File: src/rtl/uart_pkg.sv
// Shared UART package: oversampling resolution and the one-hot state
// constants of the transmit arbiter.
package uart_pkg;

  localparam int BIT_RESOLUTION = 16;

  localparam int ARB_NSTATES = 4;

  typedef logic [ARB_NSTATES-1:0] arb_state_t;

  localparam arb_state_t ARB_IDLE  = 4'b0001;
  localparam arb_state_t ARB_START = 4'b0010;
  localparam arb_state_t ARB_WAIT  = 4'b0100;
  localparam arb_state_t ARB_GAP   = 4'b1000;

endpackage

File: src/rtl/uart_rr_pick.sv
// Winner picker for the UART TX arbiter. Purely combinational.
// With UART_TX_ARB_RR_EN defined the search starts at the rotating pointer;
// otherwise the lowest asserted index wins and no pointer port exists.
module uart_rr_pick #(
  parameter int NREQ = 4
) (
  input  logic [NREQ-1:0]         req_valid,
`ifdef UART_TX_ARB_RR_EN
  input  logic [$clog2(NREQ)-1:0] ptr,
`endif
  output logic [NREQ-1:0]         winner,
  output logic [$clog2(NREQ)-1:0] winner_idx,
  output logic                    any_valid
);

  localparam int IW = $clog2(NREQ);

`ifdef UART_TX_ARB_RR_EN
  // Scan offsets from farthest to nearest so the requester closest to the
  // pointer (in wrap-around order) is the one left standing.
  always_comb begin
    int idx;
    idx        = 0;
    winner     = '0;
    winner_idx = '0;
    any_valid  = |req_valid;
    for (int k = NREQ - 1; k >= 0; k--) begin
      idx = int'(ptr) + k;
      if (idx >= NREQ) idx = idx - NREQ;
      if (req_valid[idx]) begin
        winner      = '0;
        winner[idx] = 1'b1;
        winner_idx  = IW'(idx);
      end
    end
  end
`else
  // Fixed priority: scan from the top so the lowest asserted index wins.
  always_comb begin
    winner     = '0;
    winner_idx = '0;
    any_valid  = |req_valid;
    for (int i = NREQ - 1; i >= 0; i--) begin
      if (req_valid[i]) begin
        winner     = '0;
        winner[i]  = 1'b1;
        winner_idx = IW'(i);
      end
    end
  end
`endif

endmodule

File: src/rtl/uart_tx_arbiter.sv
// UART TX arbiter: shares one transmitter between NREQ producers. Accepts a
// word over valid/ready, pulses tx_start for one cycle, holds tx_data, and
// waits for tx_done (plus GAP_CYCLES idle cycles) before granting again.
// Optional feature: define UART_TX_ARB_RR_EN for round-robin selection;
// the default build uses fixed lowest-index priority.
module uart_tx_arbiter #(
  parameter int NREQ       = 4,
  parameter int WORD_WIDTH = 8,
  parameter int GAP_CYCLES = 0
) (
  input  logic                       clk,
  input  logic                       reset,
  input  logic [NREQ-1:0]            req_valid,
  input  logic [NREQ*WORD_WIDTH-1:0] req_data,
  output logic [NREQ-1:0]            req_ready,
  output logic                       tx_start,
  output logic [WORD_WIDTH-1:0]      tx_data,
  input  logic                       tx_done,
  output logic [$clog2(NREQ)-1:0]    grant_id,
  output logic                       busy
);

  import uart_pkg::*;

  localparam int IW         = $clog2(NREQ);
  // Keep the counter at least one bit wide so the GAP_CYCLES=0 build elaborates.
  localparam int GW         = (GAP_CYCLES > 0) ? $clog2(GAP_CYCLES + 1) : 1;
  localparam int GAP_LAST_I = (GAP_CYCLES > 0) ? GAP_CYCLES - 1 : 0;
  localparam logic [GW-1:0] GAP_LAST = GW'(GAP_LAST_I);

  arb_state_t            state;
  arb_state_t            state_nxt;
  logic [NREQ-1:0]       winner;
  logic [IW-1:0]         winner_idx;
  logic                  any_valid;
  logic                  transfer;
  logic [GW-1:0]         gap_cnt;
  logic [WORD_WIDTH-1:0] words [NREQ];

  for (genvar i = 0; i < NREQ; i++) begin : g_unpack
    assign words[i] = req_data[i*WORD_WIDTH +: WORD_WIDTH];
  end

`ifdef UART_TX_ARB_RR_EN
  logic [IW-1:0] ptr;

  uart_rr_pick #(.NREQ(NREQ)) u_pick (
    .req_valid  (req_valid),
    .ptr        (ptr),
    .winner     (winner),
    .winner_idx (winner_idx),
    .any_valid  (any_valid)
  );

  // Rotate the search start to just past the last winner, only on a transfer.
  always_ff @(posedge clk) begin
    if (reset) begin
      ptr <= '0;
    end else if (transfer) begin
      ptr <= (winner_idx == IW'(NREQ - 1)) ? '0 : winner_idx + 1'b1;
    end
  end
`else
  uart_rr_pick #(.NREQ(NREQ)) u_pick (
    .req_valid  (req_valid),
    .winner     (winner),
    .winner_idx (winner_idx),
    .any_valid  (any_valid)
  );
`endif

  assign transfer = |(req_valid & req_ready);

  // State register.
  always_ff @(posedge clk) begin
    if (reset) begin
      state <= ARB_IDLE;
    end else begin
      state <= state_nxt;
    end
  end

  // Next-state logic; tx_done only matters while waiting on the frame.
  always_comb begin
    state_nxt = state;
    case (state)
      ARB_IDLE:  if (transfer) state_nxt = ARB_START;
      ARB_START: state_nxt = ARB_WAIT;
      ARB_WAIT:  if (tx_done) state_nxt = (GAP_CYCLES > 0) ? ARB_GAP : ARB_IDLE;
      ARB_GAP:   if (gap_cnt == GAP_LAST) state_nxt = ARB_IDLE;
      default:   state_nxt = ARB_IDLE;
    endcase
  end

  // Outputs decoded from the state register; ready is gated off during reset.
  always_comb begin
    req_ready = '0;
    if (state == ARB_IDLE && !reset && any_valid) req_ready = winner;
    tx_start  = (state == ARB_START);
    busy      = (state != ARB_IDLE);
  end

  // Inter-frame gap counter, cleared on entry to GAP.
  always_ff @(posedge clk) begin
    if (reset) begin
      gap_cnt <= '0;
    end else if (state == ARB_WAIT && tx_done) begin
      gap_cnt <= '0;
    end else if (state == ARB_GAP) begin
      gap_cnt <= (gap_cnt == GAP_LAST) ? '0 : gap_cnt + 1'b1;
    end
  end

  // Capture the accepted word and its source; held until the next transfer.
  always_ff @(posedge clk) begin
    if (reset) begin
      tx_data  <= '0;
      grant_id <= '0;
    end else if (transfer) begin
      tx_data  <= words[winner_idx];
      grant_id <= winner_idx;
    end
  end

endmodule

File: config.mk
export PLATFORM = sky130hd
export DESIGN_NAME = uart_tx_arbiter
export DESIGN_NICKNAME = d
export VERILOG_FILES = /design/src/rtl/uart_pkg.sv /design/src/rtl/uart_rr_pick.sv /design/src/rtl/uart_tx_arbiter.sv
export SDC_FILE = /design/constraint.sdc
export NUM_CORES = 1
export LEC_CHECK = 0
export BUFFER_PORTS_ARGS = -buffer_cell sky130_fd_sc_hd__buf_2
export CAP_MARGIN = 20
export CORE_ASPECT_RATIO = 1.5
export CORE_UTILIZATION = 42
export DETAILED_ROUTE_END_ITERATION = 10
export PLACE_DENSITY = 0.85
export SLEW_MARGIN = 10
export SYNTH_ARGS = -nofsm -noshare
export SYNTH_HDL_FRONTEND = slang
export SYNTH_SLANG_ARGS = --single-unit
File: constraint.sdc
create_clock -name clk -period 1.6 [get_ports clk]
set_input_delay 0.16 -clock clk [delete_from_list [all_inputs] [get_ports clk]]
set_output_delay 0.16 -clock clk [all_outputs]
set_load 0.005 [all_outputs]
==> PnR_summary.wiki <==
{| class="wikitable"
! Metric !! Value
|-
| PnR Total Power || 980.8 uW
|-
| Number of nets with antenna violations after routing || 0
|-
| N_diodes || 0
|-
| Initial DRC count || 38
|-
| Half-perimeter wire length after detailed placement || 1867 um
|-
| Upper clock frequency limit || 583.6 MHz
|-
| Cell count of the worst hold path || 2
|-
| Setup clock skew after layout || 0.001931 ns
|-
| Skew-Pair Late Insertion Delay || 0.27 ns
|-
| Int Pwr || 667.4 uW
|-
| Type of the setup path with the least slack || register to output port
|-
| Crit path max fanout || 3
|-
| Count of unresolved DRC violations after routing || 0
|-
| Mapped Area || 883.3 um^2
|-
| Result of the run || finished with violations
|-
| Worst Setup Start Kind || register
|-
| Standard cell with the maximum stage delay on the critical path || sky130_fd_sc_hd__or4b_4
|-
| Switching part of the total || 0.3195
|-
| Filler instances || 191
|-
| Final core utilization || 0.6244
|-
| Max-cap check violation count || 0
|-
| RSZ-0062 raised after global routing || yes
|-
| Final GP Congestion || 0.7931
|-
| Ys Warns || 0
|-
| Count of port buffers added during placement || 54
|-
| Number of failing setup endpoints in the final timing report || 4
|-
| Placeable Area || 2002 um^2
|-
| PnR worst setup slack || -0.1135 ns
|-
| Number of H-tree levels || 1
|-
| Maximum buffer depth of the clock tree || 2
|-
| EDFF count, synth || 0
|-
| Post-synthesis net count || 150
|-
| R2R cell count || 5
|-
| Failing checks || negative setup slack
|-
| Number of rows in the core area || 20
|-
| Detailed-routing iteration count for the pre-antenna-repair pass || 4
|-
| Clock Sinks || 13
|-
| Die Footprint || 2295 um^2
|-
| Cells after synthesis || 111
|-
| Number of nets in the layout || 211
|-
| Normalized max-slew margin || 0.7741
|-
| Power dissipated by switching net loads || 313.4 uW
|-
| Areal power density over the cells || 784.7 nW/um^2
|-
| Most frequent cells in the layout || 54 x sky130_fd_sc_hd__buf_2, 16 x sky130_fd_sc_hd__nand2_1, 10 x sky130_fd_sc_hd__dfxtp_1
|-
| Endpoint kind of the worst setup timing path || output port
|-
| Combinational share of power || 0.372
|-
| Critical path, cell by cell || or4b_4 -> nor4_2 -> buf_2
|-
| Proportion of synthesized chip area in sequential cells || 0.2946
|-
| Number of top-level design ports || 55
|-
| Commonest non-fill, non-tap cell in the layout || sky130_fd_sc_hd__buf_2
|-
| Post-Syn Area per Cell || 7.958 um^2
|-
| Die Y || 58.17 um
|-
| Clock tree root buffer cell || sky130_fd_sc_hd__clkbuf_4
|-
| Worst-path clk slew || 0.07 ns
|-
| CTS tree || built
|-
| Initial cell density of the core || 0.4412
|-
| Synth async-reset ratio || 0
|-
| Tmin final || 1.713 ns
|-
| Growth of design area from synthesis to finish || 41.50%
|-
| Number of CTS-inserted buffers || 3
|-
| Chip width || 39.45 um
|-
| Wirelength, routed || 2433 um
|-
| Class of the most critical hold timing path || input pin to register
|-
| Measured slew at the worst slew-check pin || 0.3377 ns
|-
| DR vias/cell || 5.528
|-
| Most used flip-flop cell after synthesis || sky130_fd_sc_hd__dfxtp_1
|-
| Initial antenna violation count || 0
|-
| Number of distinct library cell variants in the gate-level netlist after synthesis || 35
|-
| Crit path arrival time || 1.55 ns
|-
| Required time of the critical path || 1.44 ns
|-
| Count of endpoints failing hold in the final timing report || 0
|-
| Stage delay of the slowest cell on the critical path || 0.56 ns
|-
| Power share of the clock group || 0.202
|-
| Cts-stage hold buffer count || 0
|-
| Largest net degree at the start of global routing || 16
|-
| GRT Util Overall || 0.2288
|-
| Final worst path period share || 1.071
|-
| Share of total power in sequential cells || 0.426
|-
| Residual overflow from global routing || 0
|-
| Worst hold margin || 0.2018 ns
|-
| Reported leakage power || 0.6324 nW
|-
| Average wire per standard cell || 12.61 um
|-
| Number of flip-flops and latches in the synthesized netlist || 13
|-
| Count of final max-slew check failures || 0
|-
| First-pass GRT wire length || 3829 um
|-
| Via count of the first global-routing pass || 967
|-
| Overall via count from detail_route || 1067
|-
| Max rail drop VDD || 0.3832 mV
|-
| Fraction of final layout cells sized beyond drive strength 1 || 0.4971
|}
## worst paths after layout
check | slack [ns] | startpoint | to
worst max-delay path | -0.11 | state[2] | req_ready[3]
worst min-delay path | 0.20 | reset | grant_id[1]
worst max register to register | 0.05 | state[2] | tx_data[5]
worst min register to register | 0.47 | grant_id[0] | grant_id[0]
## cell usage after synthesis (2+ instances only)
cell type | n | share of area
sky130_fd_sc_hd__a21oi_1 | 5 | 0.028
sky130_fd_sc_hd__a22o_1 | 2 | 0.020
sky130_fd_sc_hd__a22oi_1 | 2 | 0.017
sky130_fd_sc_hd__and3_1 | 4 | 0.028
sky130_fd_sc_hd__and3_2 | 3 | 0.025
sky130_fd_sc_hd__clkbuf_1 | 3 | 0.013
sky130_fd_sc_hd__dfxtp_1 | 13 | 0.29
sky130_fd_sc_hd__inv_1 | 5 | 0.021
sky130_fd_sc_hd__nand2_1 | 16 | 0.068
sky130_fd_sc_hd__nand2b_1 | 3 | 0.021
sky130_fd_sc_hd__nand3b_1 | 6 | 0.051
sky130_fd_sc_hd__nor2_1 | 6 | 0.025
sky130_fd_sc_hd__nor2b_1 | 2 | 0.014
sky130_fd_sc_hd__nor3_1 | 2 | 0.011
sky130_fd_sc_hd__nor3b_1 | 2 | 0.017
sky130_fd_sc_hd__o211a_1 | 2 | 0.023
sky130_fd_sc_hd__o21ai_0 | 2 | 0.011
sky130_fd_sc_hd__o21ai_1 | 2 | 0.011
sky130_fd_sc_hd__o31ai_1 | 9 | 0.076
sky130_fd_sc_hd__o31ai_2 | 3 | 0.042
sky130_fd_sc_hd__or3_1 | 4 | 0.028
sky130_fd_sc_hd__or3_2 | 2 | 0.017
## sequential cells by signal (all words and copies together) (netlist names)
register  cells
tx_data       8
state         3
grant_id      2
## layout make-up
cell class	count	area, um^2	share of cell area
multi-input combinational	87	580.6	0.4645
timing repair buffer	62	330.3	0.2643
sequential	13	266.5	0.2132
tap	22	27.53	0.02202
clock buffer	4	26.28	0.02102
inverter	5	18.77	0.01502
## repair_timing
action	CTS	global route
resized for setup	5	2
endpoints found under the hold margin	0	0
setup buffers	2	0
pin swaps	2	0
endpoints found under the setup margin	3	7
## critical path, delay by kind of cell (launching register included)
kind / cells / cell delay (ns)
buf+inv: 1 / 0.15
flops: 1 / 0.35
simple gates: 2 / 0.79
## power groups by stage
stage / clock network [mW] / registers [mW] / logic [mW]
floorplan: 0 / 0.422 / 0.197
global placement: 0 / 0.418 / 0.338
detailed placement: 0 / 0.422 / 0.346
CTS: 0.203 / 0.415 / 0.361
global route: 0.213 / 0.425 / 0.407
finish: 0.198 / 0.418 / 0.365
## metrics by stage
stage | TNS [ns] | cell area [um^2] | worst slack, ns | std cells
floorplan | 0 | 883.3 | 0.2166 | 111
global placement | 0 | 1187 | 0.1113 | 187
detailed placement | 0 | 1187 | 0.09236 | 187
CTS | -0.2942 | 1242 | -0.1057 | 193
global route | -0.5377 | 1250 | -0.1589 | 193
finish | -0.3000 | 1250 | -0.1135 | 193
## routing by layer
layer	part of all wire	track usage	vias to the layer above	wire [um]
li1	-	-	526	-
met1	0.40	0.2697	491	977
met2	0.53	0.3841	42	1294
met3	0.038	0.003831	8	93
met4	0.028	0.1478	0	68
met5	0	0	-	0
## logic make-up after synthesis
group,synth area share
flops,0.2946
compound gates,0.2578
buf+inv,0.06516
simple gates,0.3824
No activity file was read; power rests on OpenSTA's default activity.
